**src/rtl/opl_small_fallthrough_fifo.sv**
```systemverilog
// rtl/opl_small_fallthrough_fifo.sv - first-word-fall-through beat FIFO for the output-port-lookup stage
//
// Buffers one AXI-Stream beat per entry, packed as {tlast, tuser, tstrb, tdata}.
// The head entry is always presented on dout while empty is low; rd_en pops it.
// Upstream should drive tready from ~nearly_full so one slot stays free for an in-flight beat.
//
// Ports:
//   clk          rising-edge clock for all state
//   reset        synchronous, active-high; discards all stored entries
//   din          write data (one packed beat)
//   wr_en        write request, dropped while full
//   rd_en        pop request, ignored while empty
//   dout         head-of-queue data, qualified by ~empty
//   full         occupancy == DEPTH
//   nearly_full  occupancy >= DEPTH-1
//   prog_full    occupancy >= PROG_FULL_THRESHOLD
//   empty        occupancy == 0

module opl_small_fallthrough_fifo #(
  parameter int WIDTH               = 417,
  parameter int MAX_DEPTH_BITS      = 2,
  parameter int PROG_FULL_THRESHOLD = 3
) (
  input  logic             clk,
  input  logic             reset,
  input  logic [WIDTH-1:0] din,
  input  logic             wr_en,
  input  logic             rd_en,
  output logic [WIDTH-1:0] dout,
  output logic             full,
  output logic             nearly_full,
  output logic             prog_full,
  output logic             empty
);

  localparam int DEPTH    = 1 << MAX_DEPTH_BITS;
  localparam int CNT_BITS = MAX_DEPTH_BITS + 1;

  localparam logic [CNT_BITS-1:0] CNT_FULL        = CNT_BITS'(DEPTH);
  localparam logic [CNT_BITS-1:0] CNT_NEARLY_FULL = CNT_BITS'(DEPTH - 1);
  localparam logic [CNT_BITS-1:0] CNT_PROG_FULL   = CNT_BITS'(PROG_FULL_THRESHOLD);
  localparam logic [CNT_BITS-1:0] CNT_ONE         = CNT_BITS'(1);
  localparam logic [MAX_DEPTH_BITS-1:0] PTR_ONE   = MAX_DEPTH_BITS'(1);

  logic [WIDTH-1:0]          mem [DEPTH];
  logic [MAX_DEPTH_BITS-1:0] wr_ptr;
  logic [MAX_DEPTH_BITS-1:0] rd_ptr;
  logic [CNT_BITS-1:0]       count;

  logic wr_acc;
  logic rd_acc;

  // Acceptance is judged against the registered flags, so a write while full
  // is rejected even when a pop happens on the same edge.
  assign wr_acc = wr_en & ~full;
  assign rd_acc = rd_en & ~empty;

  // Storage carries no reset; stale contents are unreachable once the
  // pointers and count are cleared.
  always_ff @(posedge clk) begin
    if (wr_acc) begin
      mem[wr_ptr] <= din;
    end
  end

  // Pointers wrap naturally at DEPTH because DEPTH is a power of two.
  always_ff @(posedge clk) begin
    if (reset) begin
      wr_ptr <= '0;
      rd_ptr <= '0;
    end else begin
      if (wr_acc) begin
        wr_ptr <= wr_ptr + PTR_ONE;
      end
      if (rd_acc) begin
        rd_ptr <= rd_ptr + PTR_ONE;
      end
    end
  end

  always_ff @(posedge clk) begin
    if (reset) begin
      count <= '0;
    end else begin
      unique case ({wr_acc, rd_acc})
        2'b10:   count <= count + CNT_ONE;
        2'b01:   count <= count - CNT_ONE;
        default: count <= count;
      endcase
    end
  end

  // Flags decode straight from the count register so they are one gate
  // level from flops and never glitch on input activity.
  assign empty       = (count == '0);
  assign full        = (count == CNT_FULL);
  assign nearly_full = (count >= CNT_NEARLY_FULL);
  assign prog_full   = (count >= CNT_PROG_FULL);

  // Fall-through read: the head entry is visible without a read cycle, and a
  // write into an empty FIFO only shows up after its edge (no bypass path).
  assign dout = mem[rd_ptr];

endmodule

```
**config.mk**
```make
export PLATFORM = sky130hd
export DESIGN_NAME = opl_small_fallthrough_fifo
export DESIGN_NICKNAME = d
export VERILOG_FILES = /design/src/rtl/opl_small_fallthrough_fifo.sv
export SDC_FILE = /design/constraint.sdc
export NUM_CORES = 1
export LEC_CHECK = 0
export ABC_CLOCK_PERIOD_IN_PS = 15100
export BUFFER_PORTS_ARGS = -buffer_cell sky130_fd_sc_hd__buf_4
export CORE_MARGIN = 1
export CORE_UTILIZATION = 57
export CTS_CLUSTER_DIAMETER = 100
export DETAILED_ROUTE_END_ITERATION = 8
export PLACE_DENSITY_LB_ADDON = 0.1
export SLEW_MARGIN = 0
export SYNTH_ARGS = -nofsm -noshare
export SYNTH_HDL_FRONTEND = slang
export SYNTH_SLANG_ARGS = --single-unit
```
**constraint.sdc**
```tcl
create_clock -name clk -period 15.1 [get_ports clk]
set_input_delay 2.265 -clock clk [delete_from_list [all_inputs] [get_ports clk]]
set_output_delay 2.265 -clock clk [all_outputs]
set_load 0.1 [all_outputs]
```
# Word level (Yosys, flattened, before mapping)
# Memories as Yosys holds them, arrays and structs flattened. A register that Yosys moved wholly into a read port is not among the register bits.
# Index checks and enable logic that the tools add are counted.
[classes]
order_cmp = 1
n_reduce_logical = 2
n_addsub = 4
n_div = 0
bitwise = 4
n_shift = 0
muxes = 5
multipliers = 0
eq_ne = 3
[op_table]
columns = ["cell", "count"]
rows = [
  ["one-hot mux 3 bit (2 select lines)", 1],
  ["adder 2 x 1 -> 2 bit, second input constant", 2],
  ["two-way mux 2 bit", 2],
  ["adder 3 x 1 -> 3 bit, second input constant", 1],
  ["== test 3 bit, second input constant", 1],
  [">= comparator 3 x 2 -> 1 bit, second input constant", 1],
  ["logical NOT 3 bit", 1],
  ["subtractor 3 x 1 -> 3 bit, second input constant", 1],
  ["AND 1 bit", 2],
  ["== test 2 x 1 -> 1 bit, second input constant", 1],
  ["== test 2 bit, second input constant", 1],
  ["two-way mux 1 bit", 2],
  ["NOT 1 bit", 2],
  ["nonzero test 2 bit", 1],
]
[totals]
elab_cells = 23
latch_bits = 0
mem_count = 1
output_inout_bits = 421
input_bits = 421
rom_bits = 0
mem_bits_rw = 1668
register_bits = 7
[mem_list]
columns = ["name", "depth", "word_bits", "read_ports", "rd_clocked_by_memory_dff", "wr", "line_no", "rtl"]
rows = [
  ["mem", 4, 417, 1, 1, 1, "45", "logic [WIDTH-1:0] mem [DEPTH];"],
]

# Depth between registers and ports, before layout
# Gate-level depths: netlist of the first run.
[depth]
depth_word = 5
depth_mapped = 9

# Worst setup path after synthesis of the first run
# No wires, ideal clock.
[synth_path]
kind = "input -> register"
start = "input wr_en"
end = "memory mem[0][0], enable pin"
path_buffers = 0
path_stages = 3
t_arrival_ns = 12.009
setup_slack_ns = 2.257
setup_time_ns = 0.834
path_cell_list = "inv_1 > nor2_1 > and2_1"
[synth_between]
elab_chain_len = 3
[synth_rtl]
columns = ["element", "line_no", "rtl"]
rows = [
  ["start, declared", "27", "input logic wr_en,"],
  ["AND 1 bit", "55", "assign wr_acc = wr_en & ~full;"],
  ["two-way mux 1 bit", "61", "if (wr_acc) begin"],
  ["two-way mux 1 bit (not written as such)", "62", "mem[wr_ptr] <= din;"],
  ["end, declared", "45", ""],
]
# Every way passes these cells.

==> results_dict.tcl, run 1 <==
set metrics [dict create \
    clockRootBuffer "clkbuf_16" \
    fillers 6247 \
    layout.nets 3597 \
    worst-path-buf-inv 4 \
    rows 119 \
    start_util_pct 57.5 \
    clock_skew_ns 0.0207 \
    grt_use_total_pct 24.6 \
    cell_internal_pwr_mw 9.33 \
    ys_warn_count 0 \
    drt.antenna.violating_nets 0 \
    use_met1_pct 29.4 \
    area_delta_synth_final_pct 21.2 \
    min_path_cells 2 \
    worstPathMaxFanout 72 \
    cts_buffer_depth 3 \
    vias 27200 \
    dieArea_sq_um 108000 \
    drt-initial-drc-count 2201 \
    htreeDepth 4 \
    insertion_delay_ns 0.76 \
    netlist_instances 2234 \
    cts_tree "done" \
    ys_seq_area_share_pct 83.0 \
    finalHoldViolCount 0 \
    cts.repair.resized 0 \
    setup_viol 0 \
    clk_pin_slew_ns 0.06 \
    hp-class "flip-flop to flip-flop" \
    cp-start-kind "flip-flop" \
    wl_mm 132 \
    power_frac_comb_pct 41.0 \
    cts_hold_buffers 0 \
    swShare_pct 42.1 \
    drt_first_pass_iters 4 \
    cap_violations 0 \
    final_common_cell "edfxtp_1" \
    grt_pass1_wl_mm 190 \
    cp_cell_sequence "buf_4 -> buf_4 -> buf_4 -> mux4_2 -> buf_4" \
    cts_buffers 163 \
    place_ws_ns 8.37 \
    reg2reg_depth 6 \
    rsz0062_at_grt "no" \
    grtUsageMet3_pct 9.07 \
    cts_setup_buffers 0 \
    slew_headroom_pct 22.3 \
    fmax_ghz 0.137 \
    p_per_area_nw_per_um2 220 \
    top_usage_layer "met2" \
    die_x_um 328 \
    crit_path_top_delay_cell "buf_4" \
    r2r_slack_ns 10.29 \
    period_minus_slack_ns 7.29 \
    seqPwrFrac_pct 35.2 \
    worstMarginPinSlew_ns 1.17 \
    grt_max_degree 153 \
    syn_nets 2661 \
    cts_sinks 1677 \
    drc 0 \
    via_per_inst 5.80 \
    clockPowerShare_pct 23.7 \
    die_h_um 328 \
    synth_cell_types 24 \
    drv_slew 0 \
    hpwl_mm 84.1 \
    synth_area_sq_um 60500 \
    slowest_delay_ns 0.91 \
    crit_arrival_ns 5.02 \
    final_cell_mix "1668 x edfxtp_1, 856 x buf_4, 417 x mux4_2" \
    cp.required_ns 12.84 \
    irDropWorstVdd_v 0.000205 \
    crit_path_end_kind "output port" \
    cp_top_family "buffers and inverters" \
    cp_common_cell "buf_4" \
    status "complete, no violations" \
    boundaryPins 842 \
    grt_overflow_total 0 \
    antenna_found_initial 29 \
    period_share_pct 48.3 \
    met2_usage_pct 41.2 \
    syn_area_per_cell_sq_um 27.1 \
    setup_ws_ns 7.81 \
    fp.coreArea_sq_um 105000 \
    io_buffers 841 \
    drive_above_1_share_pct 45.9 \
    grt_pass1_vias 28700 \
    switchingPower_mw 6.79 \
    crit_type "flip-flop to output port" \
    crit_cells 5 \
    ys_ff_latch 1677 \
    power_leakage_nw 24.4 \
    fin_tns_setup_ns 0 \
    wl_per_cell_um 28.2 \
    place.gp.congestion 0.778 \
]
==> flip-flops by register name, indices dropped and copies added (netlist names), named ones only <==
name / count
wr_ptr: 2
mem: 1668
count: 3
rd_ptr: 2
==> cells by family after synthesis <==
group                      synth area share [%]
AOI/OAI and AO/OA                        0.0827
and+or+nand+nor                           0.157
xor gates and xnor gates                 0.0434
DFF                                        83.0
buffers and inverters                      1.03
adders and majority gates                 0.136
muxes                                      15.5
==> power groups by stage <==
stage	logic [mW]	registers [mW]	clock network [mW]
2_1_floorplan	5.32	5.89	0
3_3_place_gp	6.65	5.75	0
3_5_place_dp	6.66	5.78	0
4_1_cts	6.67	5.68	3.89
5_1_grt	6.78	5.71	4.05
6_report	6.61	5.68	3.83
==> final cells by class <==
class / instances / area, sq um / share of cell area [%]
clock inverter: 87 / 766 / 1.04
inverter: 8 / 30.0 / 0.0409
timing repair buffer: 866 / 6630 / 9.03
tap: 1391 / 1740 / 2.37
sequential: 1677 / 50300 / 68.5
multi-input combinational: 454 / 9670 / 13.2
clock buffer: 195 / 4240 / 5.78
antenna: 11 / 27.5 / 0.0375
==> layer usage <==
metal	share of wire (%)	vias up
met4	3.4	36
met5	0.16	-
met3	9.4	249
li1	-	11600
met2	52	1031
met1	35	14300
==> cells in the mapped netlist <==
cell | instances | share of area [%]
edfxtp_1 | 1668 | 83
mux4_2 | 417 | 16
buf_2 | 32 | 0.26
buf_4 | 22 | 0.27
clkbuf_1 | 20 | 0.12
buf_6 | 15 | 0.28
dfxtp_1 | 9 | 0.30
inv_1 | 8 | 0.050
buf_1 | 6 | 0.037
nor2_1 | 6 | 0.037
ha_1 | 5 | 0.10
a21oi_1 | 4 | 0.033
and2_1 | 4 | 0.041
o21ai_0 | 3 | 0.025
or3_1 | 3 | 0.031
xor2_1 | 3 | 0.043
nand2b_1 | 2 | 0.021
a21o_1 | 1 | 0.012
fa_1 | 1 | 0.033
mux2i_1 | 1 | 0.017
nand2_1 | 1 | 0.0062
nor3_1 | 1 | 0.0083
nor3b_1 | 1 | 0.012
o31ai_1 | 1 | 0.012
==> worst reg2reg max path: cells and delay by family (launching register included) <==
kind	cells	cell delay, ns
buffers and inverters	3	2.60
AND/OR/NAND/NOR	3	1.33
flip-flops	1	0.44
==> metrics by stage <==
step | cells | total power, mW | utilization, % | hold WS, ns | instance area [sq um]
2_1_floorplan | 2234 | 11.2 | - | 0.459 | 60500
3_3_place_gp | 4396 | 12.4 | 64.9 | 0.460 | 68300
3_5_place_dp | 4396 | 12.4 | 64.9 | 0.491 | 68300
4_1_cts | 4678 | 16.3 | 69.7 | 0.504 | 73300
5_1_grt | 4686 | 16.5 | 69.7 | 0.554 | 73400
6_report | 4689 | 16.1 | 69.7 | 0.515 | 73400
==> worst paths after layout <==
path,from,end
worst max-delay path,flip-flop,dout[306]
worst min-delay path,rd_ptr[1],flip-flop
worst max register to register,count[0],mem[1][350]
worst min register to register,rd_ptr[1],flip-flop
Power figures use the tool's default switching activity.
==> inputs of run 2 (changes only) <==
- ABC_CLOCK_PERIOD_IN_PS: 15100 -> 6250
- CORE_UTILIZATION: 57 -> 51
- clock period: 15.1 -> 6.25 ns (I/O delays scaled with it)
==> run 2 against run 1 <==
Against the previous run: sequential power up 140%; clock skew about the same; first-iteration DRC count down 15%; die area up 12%; global-route usage down 2.3 points; design area up 1.0%; routed wire length up 1.7%; sequential share of layout area down 0.68 points; cell count up 4.0%; critical path depth down 2; total power up 140%; clock power rose to 2.5 times the previous value.
==> results_dict.tcl, run 2 (synthesized netlist as in run 1, its figures left out) <==
set metrics [dict create \
    status "complete, no violations" \
    final_common_cell "edfxtp_1" \
    fillers 7962 \
    top_layer_used "met5" \
    worstMarginPinSlew_ns 1.40 \
    grt_overflow_total 0 \
    route.met3.wl_mm 12.0 \
    grt_max_degree 157 \
    min_path_cells 1 \
    drt_first_pass_iters 5 \
    drt-initial-drc-count 1871 \
    fmax_ghz 0.243 \
    cts_buffers 169 \
    cts_tree "done" \
    grt_pass1_vias 28800 \
    setup_viol 0 \
    die_h_um 347 \
    cts_buffer_depth 3 \
    largest_reg_flops 1668 \
    power_frac_comb_pct 40.6 \
    cp_cell_sequence "buf_12 -> mux4_2 -> buf_4" \
    slowest_delay_ns 0.84 \
    seqPwrFrac_pct 34.7 \
    finalHoldViolCount 0 \
    worstPathMaxFanout 78 \
    vias 27300 \
    cell_internal_pwr_mw 22.9 \
    boundaryPins 842 \
    antenna_found_initial 37 \
    irDropWorstVdd_v 0.000432 \
    grt_pass1_wl_mm 194 \
    cts_hold_buffers 0 \
    clock_skew_ns 0.0210 \
    clockPowerShare_pct 24.7 \
    r2r_slack_ns 3.25 \
    cap_violations 0 \
    start_util_pct 51.3 \
    grt_use_total_pct 22.4 \
    fp.coreArea_sq_um 118000 \
    final_cell_mix "1668 x edfxtp_1, 850 x buf_4, 417 x mux4_2" \
    htreeDepth 4 \
    regMostFlops "mem" \
    cp_top_family "flip-flops" \
    rsz0062_at_grt "no" \
    cts_sinks 1677 \
    largestRegisters "mem (1668), count (3)" \
    slew_headroom_pct 6.63 \
    place.gp.congestion 0.782 \
    hpwl_mm 83.7 \
    cp.required_ns 5.31 \
    cts.repair.resized 0 \
    crit_cells 3 \
    multi_input_area_sq_um 9670 \
    switchingPower_mw 16.6 \
    p_per_area_nw_per_um2 533 \
    wl_met2_mm 70.2 \
    reg2reg_depth 4 \
    power_leakage_nw 24.6 \
    via_per_inst 5.60 \
    wl_per_cell_um 27.6 \
    total_power_mw 39.5 \
    clk_pin_slew_ns 0.06 \
    crit_path_end_kind "output port" \
    drc 0 \
    io_buffers 841 \
    design_area_sq_um 74100 \
    drive_above_1_share_pct 46.0 \
    rows 126 \
    crit_path_top_delay_cell "dfxtp_4" \
    insertion_delay_ns 0.76 \
    crit_type "flip-flop to output port" \
    wl_mm 134 \
    seq_area_sq_um 50300 \
    hp-class "input port to flip-flop" \
    drv_slew 0 \
    crit_arrival_ns 3.18 \
    cp-start-kind "flip-flop" \
    layout.nets 3607 \
    dieArea_sq_um 120000 \
    area_delta_synth_final_pct 22.4 \
    die_x_um 347 \
    wirelength_met1_mm 47.9 \
    period_share_pct 65.9 \
    cts_setup_buffers 0 \
    postPlaceCellArea_sq_um 68700 \
    swShare_pct 42.0 \
    clockRootBuffer "clkbuf_16" \
    drt.antenna.violating_nets 0 \
    period_minus_slack_ns 4.12 \
    worst-path-buf-inv 2 \
]
## run 2: cell types whose count changed in the layout (fill, tap and decap cells not counted), moves of 3 or more
cell        delta
buf_4          -6
clkinv_1      +10
clkbuf_1       +6
buf_12        +10
clkinvlp_4     -3
diode_2       +10
clkbuf_16      +7
inv_16         +4
## run 2: worst paths after layout
kind                  to      start
max             dout[49]  flip-flop
min reg2reg    wr_ptr[1]  wr_ptr[1]
max reg2reg  mem[1][314]   count[0]
min          mem[3][246]   din[246]
## run 2: layout make-up
class | count | area share [%]
Clock inverter | 101 | 1.26
Tap cell | 1536 | 2.59
Inverter | 8 | 0.0405
Antenna cell | 21 | 0.0709
Sequential cell | 1677 | 67.8
Clock buffer | 208 | 5.99
Timing Repair Buffer | 870 | 9.15
Multi-Input combinational cell | 454 | 13.0
## run 2: power groups by stage
| stage | registers, mW | clock network [mW] | logic [mW] |
|---|---|---|---|
| finish | 13.7 | 9.75 | 16.0 |
| global route | 13.8 | 10.4 | 16.5 |
| CTS | 13.7 | 9.96 | 16.2 |
| detailed placement | 14.0 | 0 | 16.2 |
| global placement | 13.9 | 0 | 16.2 |
| floorplan | 14.0 | 0 | 12.8 |
## run 2: per-layer routing
layer	GRT usage, %	vias to the layer above
met5	0	-
met4	8.99	32
met3	8.32	230
met2	37.3	887
met1	26.3	14500
li1	-	11700
## run 2: through the flow
stage	cells	utilization (%)	worst slack, ns	TNS (ns)	hold slack (ns)
final	4875	62.8	2.13	0	0.376
after global routing	4871	62.8	1.92	0	0.333
after CTS	4854	62.8	1.97	0	0.310
after detailed placement	4545	58.2	2.71	0	0.497
after global placement	4545	58.2	2.71	0	0.462
after floorplan	2234	-	-0.585	-976.12	0.459
